[src/rtl/lsu_pkg.sv]
// Shared types, funct3 codes, error codes and decode helpers for the RV32I load/store unit.
package lsu_pkg;

    typedef enum logic [2:0] {
        S_IDLE,
        S_REQ0,
        S_WAIT0,
        S_REQ1,
        S_WAIT1,
        S_RESP
    } lsu_state_t;

    localparam logic [2:0] F3_B  = 3'b000;
    localparam logic [2:0] F3_H  = 3'b001;
    localparam logic [2:0] F3_W  = 3'b010;
    localparam logic [2:0] F3_BU = 3'b100;
    localparam logic [2:0] F3_HU = 3'b101;

    localparam logic [1:0] ERR_OK       = 2'b00;
    localparam logic [1:0] ERR_MISALIGN = 2'b01;
    localparam logic [1:0] ERR_TIMEOUT  = 2'b10;
    localparam logic [1:0] ERR_ILLEGAL  = 2'b11;

    // Stores only have SB/SH/SW; loads additionally allow LBU/LHU.
    function automatic logic f3_illegal(input logic store, input logic [2:0] funct3);
        if (store) return funct3[2] || (funct3 == 3'b011);
        return (funct3 == 3'b011) || (funct3[2:1] == 2'b11);
    endfunction

    function automatic logic [2:0] access_size(input logic [2:0] funct3);
        case (funct3[1:0])
            2'b00:   return 3'd1;
            2'b01:   return 3'd2;
            default: return 3'd4;
        endcase
    endfunction

    function automatic logic misaligned(input logic [2:0] funct3, input logic [1:0] addr_lo);
        case (funct3[1:0])
            2'b00:   return 1'b0;
            2'b01:   return addr_lo[0];
            default: return addr_lo != 2'b00;
        endcase
    endfunction

endpackage

[src/rtl/lsu_lane_align.sv]
// Combinational lane steering: store data/mask shifted into a two-beat line, load bytes
// extracted from that line and sign/zero-extended.
module lsu_lane_align
    import lsu_pkg::*;
#(
    parameter int DATA_W = 32
) (
    input  logic [$clog2(DATA_W/8)-1:0] offset,
    input  logic [2:0]                  funct3,
    input  logic [31:0]                 wdata,
    input  logic [2*DATA_W-1:0]         rline,
    output logic [2*DATA_W-1:0]         st_line,
    output logic [2*(DATA_W/8)-1:0]     st_mask,
    output logic [31:0]                 ld_data
);

    localparam int LINE_W = 2 * DATA_W;
    localparam int MASK_W = 2 * (DATA_W / 8);

    logic [MASK_W-1:0] size_mask;
    logic [31:0]       ld_word;

    // The line is {beat1, beat0}; a crossing access simply spills into the upper beat.
    always_comb begin
        case (funct3[1:0])
            2'b00:   size_mask = MASK_W'(4'b0001);
            2'b01:   size_mask = MASK_W'(4'b0011);
            default: size_mask = MASK_W'(4'b1111);
        endcase
        st_mask = size_mask << offset;
        st_line = LINE_W'(wdata) << {offset, 3'b000};
        ld_word = 32'(rline >> {offset, 3'b000});
        case (funct3)
            F3_B:    ld_data = {{24{ld_word[7]}}, ld_word[7:0]};
            F3_H:    ld_data = {{16{ld_word[15]}}, ld_word[15:0]};
            F3_BU:   ld_data = {24'b0, ld_word[7:0]};
            F3_HU:   ld_data = {16'b0, ld_word[15:0]};
            F3_W:    ld_data = ld_word;
            default: ld_data = ld_word;
        endcase
    end

endmodule

[src/rtl/load_store_unit.sv]
// RV32I load/store unit: valid/ready core side, request/response data bus with per-beat timeout.
// Define LSU_MISALIGN_EN to split misaligned accesses into bus beats instead of reporting err=01.
module load_store_unit
    import lsu_pkg::*;
#(
    parameter int ADDR_W  = 32,
    parameter int DATA_W  = 32,
    parameter int TIMEOUT = 255
) (
    input  logic                  clk,
    input  logic                  rst,
    input  logic                  req_valid,
    output logic                  req_ready,
    input  logic                  req_store,
    input  logic [2:0]            req_funct3,
    input  logic [ADDR_W-1:0]     req_addr,
    input  logic [31:0]           req_wdata,
    output logic                  resp_valid,
    output logic [31:0]           resp_rdata,
    output logic [1:0]            resp_err,
    output logic                  mem_valid,
    input  logic                  mem_ready,
    output logic                  mem_we,
    output logic [ADDR_W-1:0]     mem_addr,
    output logic [DATA_W-1:0]     mem_wdata,
    output logic [DATA_W/8-1:0]   mem_wmask,
    input  logic                  mem_rvalid,
    input  logic [DATA_W-1:0]     mem_rdata
);

    localparam int B     = DATA_W / 8;
    localparam int OFF_W = $clog2(B);

    lsu_state_t          state_q, state_nxt;
    logic [ADDR_W-1:0]   addr_q;
    logic [2:0]          funct3_q;
    logic                store_q;
    logic [31:0]         wdata_q;
    logic                split_q;
    logic [1:0]          err_q;
    logic [2*DATA_W-1:0] rline_q;
    logic [7:0]          cnt_q;

    logic                acc_illegal, acc_misalign, acc_split;
    logic                cnt_at_limit, timeout_hit;
    logic [ADDR_W-1:0]   base_addr;
    logic [2*DATA_W-1:0] st_line;
    logic [2*B-1:0]      st_mask;
    logic [31:0]         ld_data;

    always_comb begin
        acc_illegal = f3_illegal(req_store, req_funct3);
`ifdef LSU_MISALIGN_EN
        acc_misalign = 1'b0;
        acc_split    = (int'(req_addr[OFF_W-1:0]) + int'(access_size(req_funct3))) > B;
`else
        acc_misalign = misaligned(req_funct3, req_addr[1:0]);
        acc_split    = 1'b0;
`endif
    end

    assign cnt_at_limit = (cnt_q == 8'(TIMEOUT - 1));
    assign base_addr    = {addr_q[ADDR_W-1:OFF_W], {OFF_W{1'b0}}};

    always_comb begin
        // NOTE: every signal written here gets a default first, so no path can infer a latch.
        state_nxt   = state_q;
        timeout_hit = 1'b0;
        case (state_q)
            S_IDLE: if (req_valid) state_nxt = (acc_illegal || acc_misalign) ? S_RESP : S_REQ0;
            S_REQ0, S_REQ1: begin
                if (cnt_at_limit) begin
                    timeout_hit = 1'b1;
                    state_nxt   = S_RESP;
                end else if (mem_ready) begin
                    state_nxt = (state_q == S_REQ0) ? S_WAIT0 : S_WAIT1;
                end
            end
            S_WAIT0, S_WAIT1: begin
                if (mem_rvalid) begin
                    state_nxt = (state_q == S_WAIT0 && split_q) ? S_REQ1 : S_RESP;
                end else if (cnt_at_limit) begin
                    timeout_hit = 1'b1;
                    state_nxt   = S_RESP;
                end
            end
            S_RESP:  state_nxt = S_IDLE;
            default: state_nxt = S_IDLE;
        endcase
    end

    always_ff @(posedge clk) begin
        // NOTE: non-blocking assignments so every register here samples pre-edge values.
        if (rst) begin
            state_q  <= S_IDLE;
            addr_q   <= '0;
            funct3_q <= '0;
            store_q  <= 1'b0;
            wdata_q  <= '0;
            split_q  <= 1'b0;
            err_q    <= ERR_OK;
            rline_q  <= '0;
            cnt_q    <= '0;
        end else begin
            state_q <= state_nxt;
            if (state_q == S_IDLE && req_valid) begin
                addr_q   <= req_addr;
                funct3_q <= req_funct3;
                store_q  <= req_store;
                wdata_q  <= req_wdata;
                split_q  <= acc_split;
                err_q    <= acc_illegal ? ERR_ILLEGAL : (acc_misalign ? ERR_MISALIGN : ERR_OK);
                rline_q  <= '0;
            end
            if (state_q == S_WAIT0 && mem_rvalid) rline_q[DATA_W-1:0] <= mem_rdata;
            if (state_q == S_WAIT1 && mem_rvalid) rline_q[2*DATA_W-1:DATA_W] <= mem_rdata;
            if (timeout_hit) err_q <= ERR_TIMEOUT;
            // Beat timer restarts on every entry into a request state.
            if ((state_nxt == S_REQ0 || state_nxt == S_REQ1) && state_nxt != state_q)
                cnt_q <= '0;
            else if (state_q inside {S_REQ0, S_WAIT0, S_REQ1, S_WAIT1})
                cnt_q <= cnt_q + 8'd1;
        end
    end

    lsu_lane_align #(.DATA_W(DATA_W)) u_lane_align (
        .offset  (addr_q[OFF_W-1:0]),
        .funct3  (funct3_q),
        .wdata   (wdata_q),
        .rline   (rline_q),
        .st_line (st_line),
        .st_mask (st_mask),
        .ld_data (ld_data)
    );

    always_comb begin
        req_ready  = (state_q == S_IDLE);
        resp_valid = (state_q == S_RESP);
        resp_err   = resp_valid ? err_q : ERR_OK;
        resp_rdata = (resp_valid && !store_q && err_q == ERR_OK) ? ld_data : 32'b0;
        mem_valid  = (state_q == S_REQ0) || (state_q == S_REQ1);
        mem_we     = mem_valid && store_q;
        mem_addr   = '0;
        mem_wdata  = '0;
        mem_wmask  = '0;
        if (state_q == S_REQ0) begin
            mem_addr = base_addr;
            if (store_q) begin
                mem_wdata = st_line[DATA_W-1:0];
                mem_wmask = st_mask[B-1:0];
            end
        end else if (state_q == S_REQ1) begin
            mem_addr = base_addr + ADDR_W'(B);
            if (store_q) begin
                mem_wdata = st_line[2*DATA_W-1:DATA_W];
                mem_wmask = st_mask[2*B-1:B];
            end
        end
    end

endmodule

[config.mk]
export PLATFORM = sky130hd
export DESIGN_NAME = load_store_unit
export DESIGN_NICKNAME = d
export VERILOG_FILES = /design/src/rtl/lsu_pkg.sv /design/src/rtl/lsu_lane_align.sv /design/src/rtl/load_store_unit.sv
export SDC_FILE = /design/constraint.sdc
export NUM_CORES = 1
export LEC_CHECK = 0
export BUFFER_PORTS_ARGS = -buffer_cell sky130_fd_sc_hd__clkbuf_2
export CORE_MARGIN = 2
export CORE_UTILIZATION = 45
export DETAILED_ROUTE_END_ITERATION = 16
export GPL_ROUTABILITY_DRIVEN = 0
export PLACE_DENSITY = 0.69
export SYNTH_ARGS = -nofsm -noshare
export SYNTH_HDL_FRONTEND = slang
export SYNTH_HIERARCHICAL = 1
export SYNTH_SLANG_ARGS = --single-unit
export TNS_END_PERCENT = 100
[constraint.sdc]
create_clock -name clk -period 2.6 [get_ports clk]
set_input_delay 0.52 -clock clk [delete_from_list [all_inputs] [get_ports clk]]
set_output_delay 0.52 -clock clk [all_outputs]
set_load 0.005 [all_outputs]
### Word level (Yosys, flattened, before mapping)

Cells that the tools add are included.

* add/sub/neg operators: 2
* bitwise logic cells: 0
* $lt $le $gt $ge: 0
* reductions and logical operators: 27
* mux-type cells: 36
* multiply operators: 0
* shift operators: 3
* divide/modulo/power cells: 0
* eq/ne operators: 16

Operators with widths (number)
* $mux W32: 9
* $pmux W32 S4: 1
* $mux W64: 1
* $shl A32 B5 Y64: 1
* $shr A64 B5 Y32: 1
* $add A32 B3 Y32 const B: 1
* $mux W3: 7
* $mux W4: 4
* $eq A3 B2 Y1 const B: 4
* $eq A3 B3 Y1 const B: 4
* $eq A3 B1 Y1 const B: 3
* $pmux W3 S3: 1
* $add A8 B1 Y8 const B: 1
* $eq A8 B8 Y1 const B: 1
* $mux W2: 4
* $pmux W4 S2: 1
* $reduce_bool A2 Y1: 4
* $reduce_or A2 Y1: 4
* $shl A4 B2 Y8: 1
* $logic_and A1 B1 Y1: 7
* $logic_not A2 Y1: 3
* $logic_not A3 Y1: 2
* $mux W1: 6
* $logic_or A1 B1 Y1: 5
* other kinds (6): 8

* input bits: 105
* flip-flop bits (word level): 145
* memories kept: 0
* logic and storage cells: 94
* bits in latches: 0
* output and inout port bits: 106
* ROM bits: 0
* bits in writable memories: 0

### Longest topological paths before layout

Gate-level depths: netlist (run 1).

* word-level depth: 12
* depth in mapped cells: 8

### By module

Netlist (run 1), hierarchy kept.

Modules (own cells, without submodules)
* load_store_unit: area an instance 6761.5 um2, instances 1, cells each 858, sequential area each 2902.8 um2
* lsu_lane_align: area an instance 2053.2 um2, instances 1, cells each 242, sequential area each 0.0 um2

### Least setup slack after synthesis (run 1)

No wires, ideal clock.

* path kind: register to output
* start point: reg addr_q[2]
* end point: out mem_addr[26]
* path buffers: 0
* stages on the path, launching flop included: 6
* data arrival time: 1.774 ns
* path slack: 0.306 ns
* cell sequence: dfxtp_1 > ha_1 > nand3_1 > or3_1 > or4_1 > a21oi_1

* longest elaborated chain between the ends: 3

Ends and longest elaborated chain
* start: declaration: line load_store_unit.sv:35 `logic [ADDR_W-1:0] addr_q;`
* start signal: assignment: line load_store_unit.sv:107 `addr_q <= req_addr;`
* $add A32 B3 Y32: line load_store_unit.sv:153 `mem_addr = base_addr + ADDR_W'(B);`
* $mux W32: line load_store_unit.sv:152 `end else if (state_q == S_REQ1) begin`
* $mux W32: line load_store_unit.sv:146 `if (state_q == S_REQ0) begin`
* end: declaration: line load_store_unit.sv:24 `output logic [ADDR_W-1:0] mem_addr,`

No other way between the ends.

### Worst setup path in the final report (run 1)

* start point: reg addr_q[3]
* end point: out mem_addr[26]

The elaborated chain is that of the path after synthesis.

==> results_dict.tcl, run 1 <==
set metrics [dict create \
    outcome "finished with violations" \
    violations "setup timing" \
    antenna_found_initial 0 \
    fin_util 0.5851 \
    rrSetupSlack_ns 0.51 \
    grt_busiest_layer "met2" \
    antenna_cells 0 \
    die_w_um 142.0 \
    dieArea_um2 20150 \
    final_antenna_net_count 0 \
    cp.buffers_inverters 1 \
    fin_setup_tns_ns -0.7774 \
    maxSlewHeadroom 0.6509 \
    cpPeakStageDelay_ns 0.48 \
    cts_buffer_depth 2 \
    port_buffers 208 \
    fin_crit_sh 1.050 \
    cts_tree "built" \
    hp-class "input pin to flip-flop" \
    fin_ws_ns -0.1300 \
    tightest_slew_ns 0.5215 \
    rsz0062_at_grt "yes" \
    crit_family "simple AND/OR/NAND/NOR gates" \
    cts_sinks 137 \
    slew_viol_final 0 \
    drtIter0Drc 563 \
    cp.arrival_ns 2.21 \
    reg2reg_from "state_q[2]" \
    grt_pass1_vias 7779 \
    viasPerCell 5.684 \
    path_max_fanout 8 \
    cts_root_buffer "clkbuf_16" \
    clk_latency_ns 0.43 \
    met1_usage 0.3505 \
    rr_endpoint "cnt_q[1]" \
    dpl.hpwl_mm 17.12 \
    syn_avg_cell_area_um2 7.960 \
    fmaxAchievable_ghz 0.3663 \
    syn_inst 1076 \
    clk_pin_slew_ns 0.07 \
    crit_path_top_delay_cell "or4_4" \
    cts_max_level 4 \
    cts_buffers 17 \
    mostFrequentLayoutCells "clkbuf_2, nand2_1, nor2_1" \
    core_area_um2 18710 \
    met2_usage 0.3970 \
    cp-startpoint "addr_q[3]" \
    initial_core_util 0.4579 \
    rr_worst_depth 5 \
    powerDensity_nw_per_um2 562.2 \
    wl_per_cell_um 17.00 \
    period_minus_slack_ns 2.730 \
    rows 50 \
    cp_cell_sequence "ha_4 > nand3_2 > or3_4 > or4_4 > a21oi_1 > clkbuf_2" \
    finalClockSkew_ns 0.01057 \
    hold_end "wdata_q[16]" \
    required_ns 2.08 \
    via_count 8656 \
    finalSetupViolations 14 \
    met3_usage 0.03903 \
    layout-drive-gt1-share 0.3142 \
    ys_warn_count 6 \
    drc 0 \
    netlist_area_um2 8564 \
    finalHoldViolations 0 \
    grt_start_max_net_pins 101 \
    worstSetupPathType "flip-flop to primary output" \
    io_pins 211 \
    wirelength_mm 25.90 \
    grt_first_pass_wirelength_mm 40.54 \
    syn2layout_area_growth_pct 27.79 \
    num-nets-final 1384 \
    dr.pass1.iters 7 \
    leakage_nw 4.299 \
    ir_drop_uv 479.2 \
    die_h_um 142.0 \
    worstSetupEndpointType "primary output" \
    crit_path_start_kind "flip-flop" \
    hold-path-cell-count 3 \
    layout_commonest_cell "clkbuf_2" \
    grtUsageTotal 0.2508 \
    overflow 0 \
    min-delay-start "req_wdata[16]" \
    maxCapViolCount 0 \
]
## metal layers
metal,part of all wire,vias to the layer above
met4,0.020,0
met5,0,-
met3,0.059,39
met1,0.45,4161
li1,-,4168
met2,0.47,288
## report_power, final
part	internal (mW)	switching (mW)
registers	2.24	0.163
logic	0.577	0.761
clock network	1.36	1.06
## state kept, by name (all words and copies together) (netlist names)
signal and cells:
addr_q 32, wdata_q 32, err_q 2, funct3_q 3, cnt_q 8, store_q 1
state_q 3, rline_q 56
## repair_timing
action | in CTS | in global routing
setup buffers | 12 | 6
pin swaps | 16 | 9
setup endpoints to repair | 82 | 63
resized for setup | 24 | 57
hold buffers | 0 | 0
cloned | 3 | 2
## worst max-delay path by stage
stage	endpoint	slack (ns)	cells after the start
after CTS	mem_addr[26]	-0.09	6
after detailed placement	mem_addr[26]	0.13	6
after floorplan	mem_addr[26]	0.31	5
after global placement	mem_addr[22]	0.14	6
after global routing	mem_addr[25]	-0.21	6
final	mem_addr[26]	-0.13	6
## worst register-to-register path, cell delays in order, from the launching register on
cell and delay [ns]:
dfxtp_1 0.31, buf_4 0.18, or4b_2 0.73, a221oi_2 0.32, o21ai_2 0.19, a221oi_1 0.28
## through the flow
stage	cells	area, um2	worst slack [ns]	hold WS, ns	power [mW]
2_1_floorplan	1085	8598	0.3063	0.4367	3.259
3_3_place_gp	1468	9882	0.1419	0.4598	3.646
3_5_place_dp	1468	9882	0.1323	0.4659	3.674
4_1_cts	1515	10720	-0.08857	0.2917	6.149
5_1_grt	1523	10940	-0.2056	0.3014	6.437
6_report	1523	10940	-0.1300	0.3050	6.153
## final cells by class
type	instances	area [um2]
multi-input cells	834	5483
flip-flops and latches	137	2765
well taps	234	292.8
fillers	1707	7761
clock inverters	15	156.4
clock buffers	17	425.4
inverters	8	30.03
repair buffers	278	1792
(Power assumes the default switching activity.)
==> inputs of run 2 (changes only) <==
ABC_AREA = 1   (was not set)
PLACE_DENSITY = 0.68   (was 0.69)
clock period = 3.53 ns   (was 2.6 ns; I/O delays follow)
==> results_dict.tcl, run 2 <==
set metrics [dict create \
    wirelength_mm 31.64 \
    met1_usage 0.3954 \
    netlist_area_um2 9349 \
    rows 52 \
    grt_start_max_net_pins 98 \
    mostFrequentLayoutCells "nand2_1, clkbuf_2, inv_1" \
    syn_avg_cell_area_um2 6.079 \
    powerDensity_nw_per_um2 440.8 \
    dieArea_um2 21940 \
    worstSetupEndpointType "primary output" \
    met3_usage 0.04632 \
    period_minus_slack_ns 3.138 \
    maxSlewHeadroom 0.2858 \
    overflow 0 \
    grt_first_pass_wirelength_mm 49.45 \
    antenna_cells 0 \
    drtIter0Drc 1225 \
    port_buffers 208 \
    crit_path_start_kind "flip-flop" \
    finalClockSkew_ns 0.009357 \
    slew_viol_final 0 \
    drc 0 \
    num-nets-final 1777 \
    cts_buffer_depth 2 \
    layout-drive-gt1-share 0.1772 \
    dr.pass1.iters 6 \
    dpl.hpwl_mm 22.38 \
    syn2layout_area_growth_pct 17.21 \
    outcome "finished, final reports clean" \
    largest_reg_flops 56 \
    die_w_um 148.1 \
    finalHoldViolations 0 \
    final_antenna_net_count 0 \
    cts_root_buffer "clkbuf_16" \
    cts_hold_buf 0 \
    worstSetupPathType "flip-flop to primary output" \
    finalSetupViolations 0 \
    wl_per_cell_um 16.21 \
    top_regs "rline_q: 56 flops, addr_q: 32 flops, wdata_q: 32 flops" \
    cts_max_level 4 \
    fmaxAchievable_ghz 0.3187 \
    ys_warn_count 6 \
    largest-register "rline_q" \
    met2_usage 0.4343 \
    leakage_nw 4.557 \
    grt_pass1_vias 9405 \
    core_area_um2 20300 \
    path_max_fanout 23 \
    cts_sinks 137 \
    tightest_slew_ns 1.071 \
    grt_busiest_layer "met2" \
    cts_setup_buffers 0 \
    cpPeakStageDelay_ns 0.68 \
    clk_pin_slew_ns 0.06 \
    layout_commonest_cell "nand2_1" \
    clk_latency_ns 0.43 \
    rsz0062_at_grt "no" \
    syn_inst 1538 \
    crit_path_top_delay_cell "dfxtp_1" \
    fin_crit_sh 0.8890 \
    via_count 10824 \
    cp_cell_sequence "inv_1 > nor2_2 > nand2_2 > inv_2 > buf_12 > nand2_1 > a22oi_1 > clkbuf_2" \
    required_ns 2.82 \
    antenna_found_initial 0 \
    viasPerCell 5.545 \
    hp-class "flip-flop to flip-flop" \
    initial_core_util 0.4606 \
    fin_setup_tns_ns 0 \
    maxCapViolCount 0 \
    cts_tree "built" \
    cts.repair.resized 0 \
    whs_ns 0.4649 \
    io_pins 211 \
    ir_drop_uv 382.2 \
    cts_buffers 17 \
    grtUsageTotal 0.2801 \
    cp.arrival_ns 2.43 \
    die_h_um 148.1 \
]
==> run 2: final timing paths <==
path | start | end | slack (ns) | cells past startpoint
hold / removal | wdata_q[6] | wdata_q[6] | 0.46 | 2
setup reg to reg | state_q[1] | wdata_q[16] | 1.00 | 8
hold reg to reg | wdata_q[6] | wdata_q[6] | 0.46 | 2
setup / recovery | state_q[0] | mem_addr[11] | 0.39 | 8
==> run 2: layout make-up <==
cell class | count | area [um2]
Timing Repair Buffer | 231 | 1276
Sequential cell | 137 | 2745
Clock buffer | 17 | 425.4
Clock inverter | 15 | 207.7
Tap cell | 270 | 337.8
Multi-Input combinational cell | 1115 | 5339
Inverter | 167 | 626.9
Fill cell | 2167 | 9341
==> run 2: per-stage QoR <==
stage                       util  setup WS (ns)  power (mW)  std cells  instance area, um2
after floorplan                -          1.449       2.583       1547                9383
after global placement    0.5086         0.9080       2.876       1920               10320
final                     0.5398         0.3918       4.831       1952               10960
after global routing      0.5398         0.1912       5.051       1952               10960
after CTS                 0.5398         0.4084       4.833       1952               10960
after detailed placement  0.5086         0.8830       2.889       1920               10320
==> run 2: routing by layer <==
metal | up-vias | share of wire
met5 | - | 0
met4 | 0 | 0.032
met2 | 552 | 0.45
met1 | 4909 | 0.43
met3 | 72 | 0.094
li1 | 5291 | -
==> run 2: where the power goes <==
part | internal, mW | total [mW] | switching, mW
Sequential | 1.66 | 1.77 | 0.110
Clock | 1.15 | 1.96 | 0.809
Combinational | 0.333 | 1.10 | 0.772
Total | 3.14 | 4.83 | 1.69
==> run 2: worst max-delay path, delay by kind of cell, from the launching register on <==
| family | cells | cell delay (ns) |
|---|---|---|
| simple gates | 3 | 0.30 |
| flops | 1 | 0.68 |
| buf+inv | 4 | 0.85 |
| compound gates | 1 | 0.17 |
==> inputs of run 3 (changes only) <==
MAX_ROUTING_LAYER = met4   (was not set)
clock period = 3.3 ns   (was 3.53 ns; I/O delays follow)
==> results_dict.tcl, run 3 (synthesis results as in run 2) <==
set metrics [dict create \
    viasPerCell 5.485 \
    grtUsageTotal 0.2834 \
    rsz0062_at_grt "no" \
    drc 0 \
    path_max_fanout 24 \
    crit_path_start_kind "flip-flop" \
    fin_setup_tns_ns 0 \
    cts_tree "built" \
    multi_input_area_um2 5339 \
    final-seq-area_um2 2745 \
    mostFrequentLayoutCells "nand2_1, clkbuf_2, inv_1" \
    rows 52 \
    grt_first_pass_wirelength_mm 48.50 \
    clk_latency_ns 0.43 \
    place_area_um2 10290 \
    layout-drive-gt1-share 0.1772 \
    cts.repair.resized 0 \
    reg2reg_from "state_q[1]" \
    fmaxAchievable_ghz 0.3293 \
    clk_pin_slew_ns 0.06 \
    cts_buffers 17 \
    finalSetupViolations 0 \
    wl_per_cell_um 15.92 \
    cts_buffer_depth 2 \
    grt_busiest_layer "met2" \
    final_antenna_net_count 0 \
    layout_commonest_cell "nand2_1" \
    cp-startpoint "addr_q[1]" \
    stdcell_area_um2 10950 \
    worstSetupEndpointType "primary output" \
    ir_drop_uv 414.6 \
    powerDensity_nw_per_um2 476.8 \
    fill_cells 2129 \
    overflow 0 \
    cts_root_buffer "clkbuf_16" \
    io_pins 211 \
    met3_usage 0.05276 \
    grt_start_max_net_pins 120 \
    hp-class "input pin to flip-flop" \
    finalPower_mw 5.221 \
    cp.arrival_ns 2.38 \
    largest_reg_flops 56 \
    dr.pass1.iters 5 \
    cts_setup_buffers 0 \
    via_count 10706 \
    top_regs "rline_q: 56 flops, addr_q: 32 flops, wdata_q: 32 flops" \
    slew_viol_final 0 \
    grt_pass1_vias 9320 \
    dieArea_um2 21940 \
    die_h_um 148.1 \
    worstSetupPathType "flip-flop to primary output" \
    outcome "finished, final reports clean" \
    cts_sinks 137 \
    cts_max_level 4 \
    wirelength_mm 31.08 \
    min-delay-start "req_wdata[5]" \
    antenna_found_initial 0 \
    leakage_nw 4.559 \
    finalClockSkew_ns 0.008762 \
    fin_crit_sh 0.9203 \
    port_buffers 208 \
    met1_usage 0.3841 \
    whs_ns 0.4633 \
    antenna_cells 0 \
    core_area_um2 20300 \
    cts_hold_buf 0 \
    finalHoldViolations 0 \
    largest-register "rline_q" \
    maxSlewHeadroom 0.2870 \
    required_ns 2.64 \
    dpl.hpwl_mm 21.86 \
    tightest_slew_ns 1.069 \
    drtIter0Drc 1085 \
    met2_usage 0.4301 \
    syn2layout_area_growth_pct 17.13 \
    die_w_um 148.1 \
    num-nets-final 1777 \
    initial_core_util 0.4606 \
    maxCapViolCount 0 \
    period_minus_slack_ns 3.037 \
]
## run 3: report_power, final
group	leakage (nW)	total (mW)	switching, mW	internal, mW
Sequential	1.12	1.89	0.114	1.78
Clock	0.317	2.16	0.806	1.36
Combinational	3.12	1.17	0.818	0.348
## run 3: layer usage
| layer | wire length, um | vias up | part of all wire |
|---|---|---|---|
| li1 | - | 5289 | - |
| met1 | 13440 | 4832 | 0.43 |
| met2 | 14020 | 523 | 0.45 |
| met3 | 2815 | 62 | 0.091 |
| met4 | 804 | 0 | 0.026 |
| met5 | 0 | - | 0 |
## run 3: stage by stage
step | util | instances | setup WS (ns)
3_5_place_dp | 0.5068 | 1920 | 0.7372
2_1_floorplan | - | 1547 | 1.265
6_report | 0.5394 | 1952 | 0.2629
4_1_cts | 0.5394 | 1952 | 0.2847
5_1_grt | 0.5394 | 1952 | 0.04556
3_3_place_gp | 0.5068 | 1920 | 0.8194
## run 3: layout make-up
| class | instances | share of cell area |
|---|---|---|
| clock buffer | 17 | 0.03885 |
| clock inverter | 15 | 0.02171 |
| inverter | 167 | 0.05724 |
| multi-input combinational | 1115 | 0.4875 |
| sequential | 137 | 0.2507 |
| tap | 270 | 0.03085 |
| timing repair buffer | 231 | 0.1131 |
## run 3: path summary, 6_finish.rpt
check | endpoint | slack, ns | cells past startpoint
hold reg to reg | wdata_q[22] | 0.47 | 2
hold / removal | wdata_q[5] | 0.46 | 3
setup reg to reg | rline_q[34] | 0.78 | 5
setup / recovery | resp_rdata[8] | 0.26 | 8
## run 3: critical path, cell delays in order, from the launching register on
cell,delay [ns]
dfxtp_1,0.64
inv_2,0.07
buf_4,0.23
nand3_1,0.13
nand3_2,0.36
o21ai_0,0.21
inv_1,0.06
nor2_1,0.11
clkbuf_2,0.13
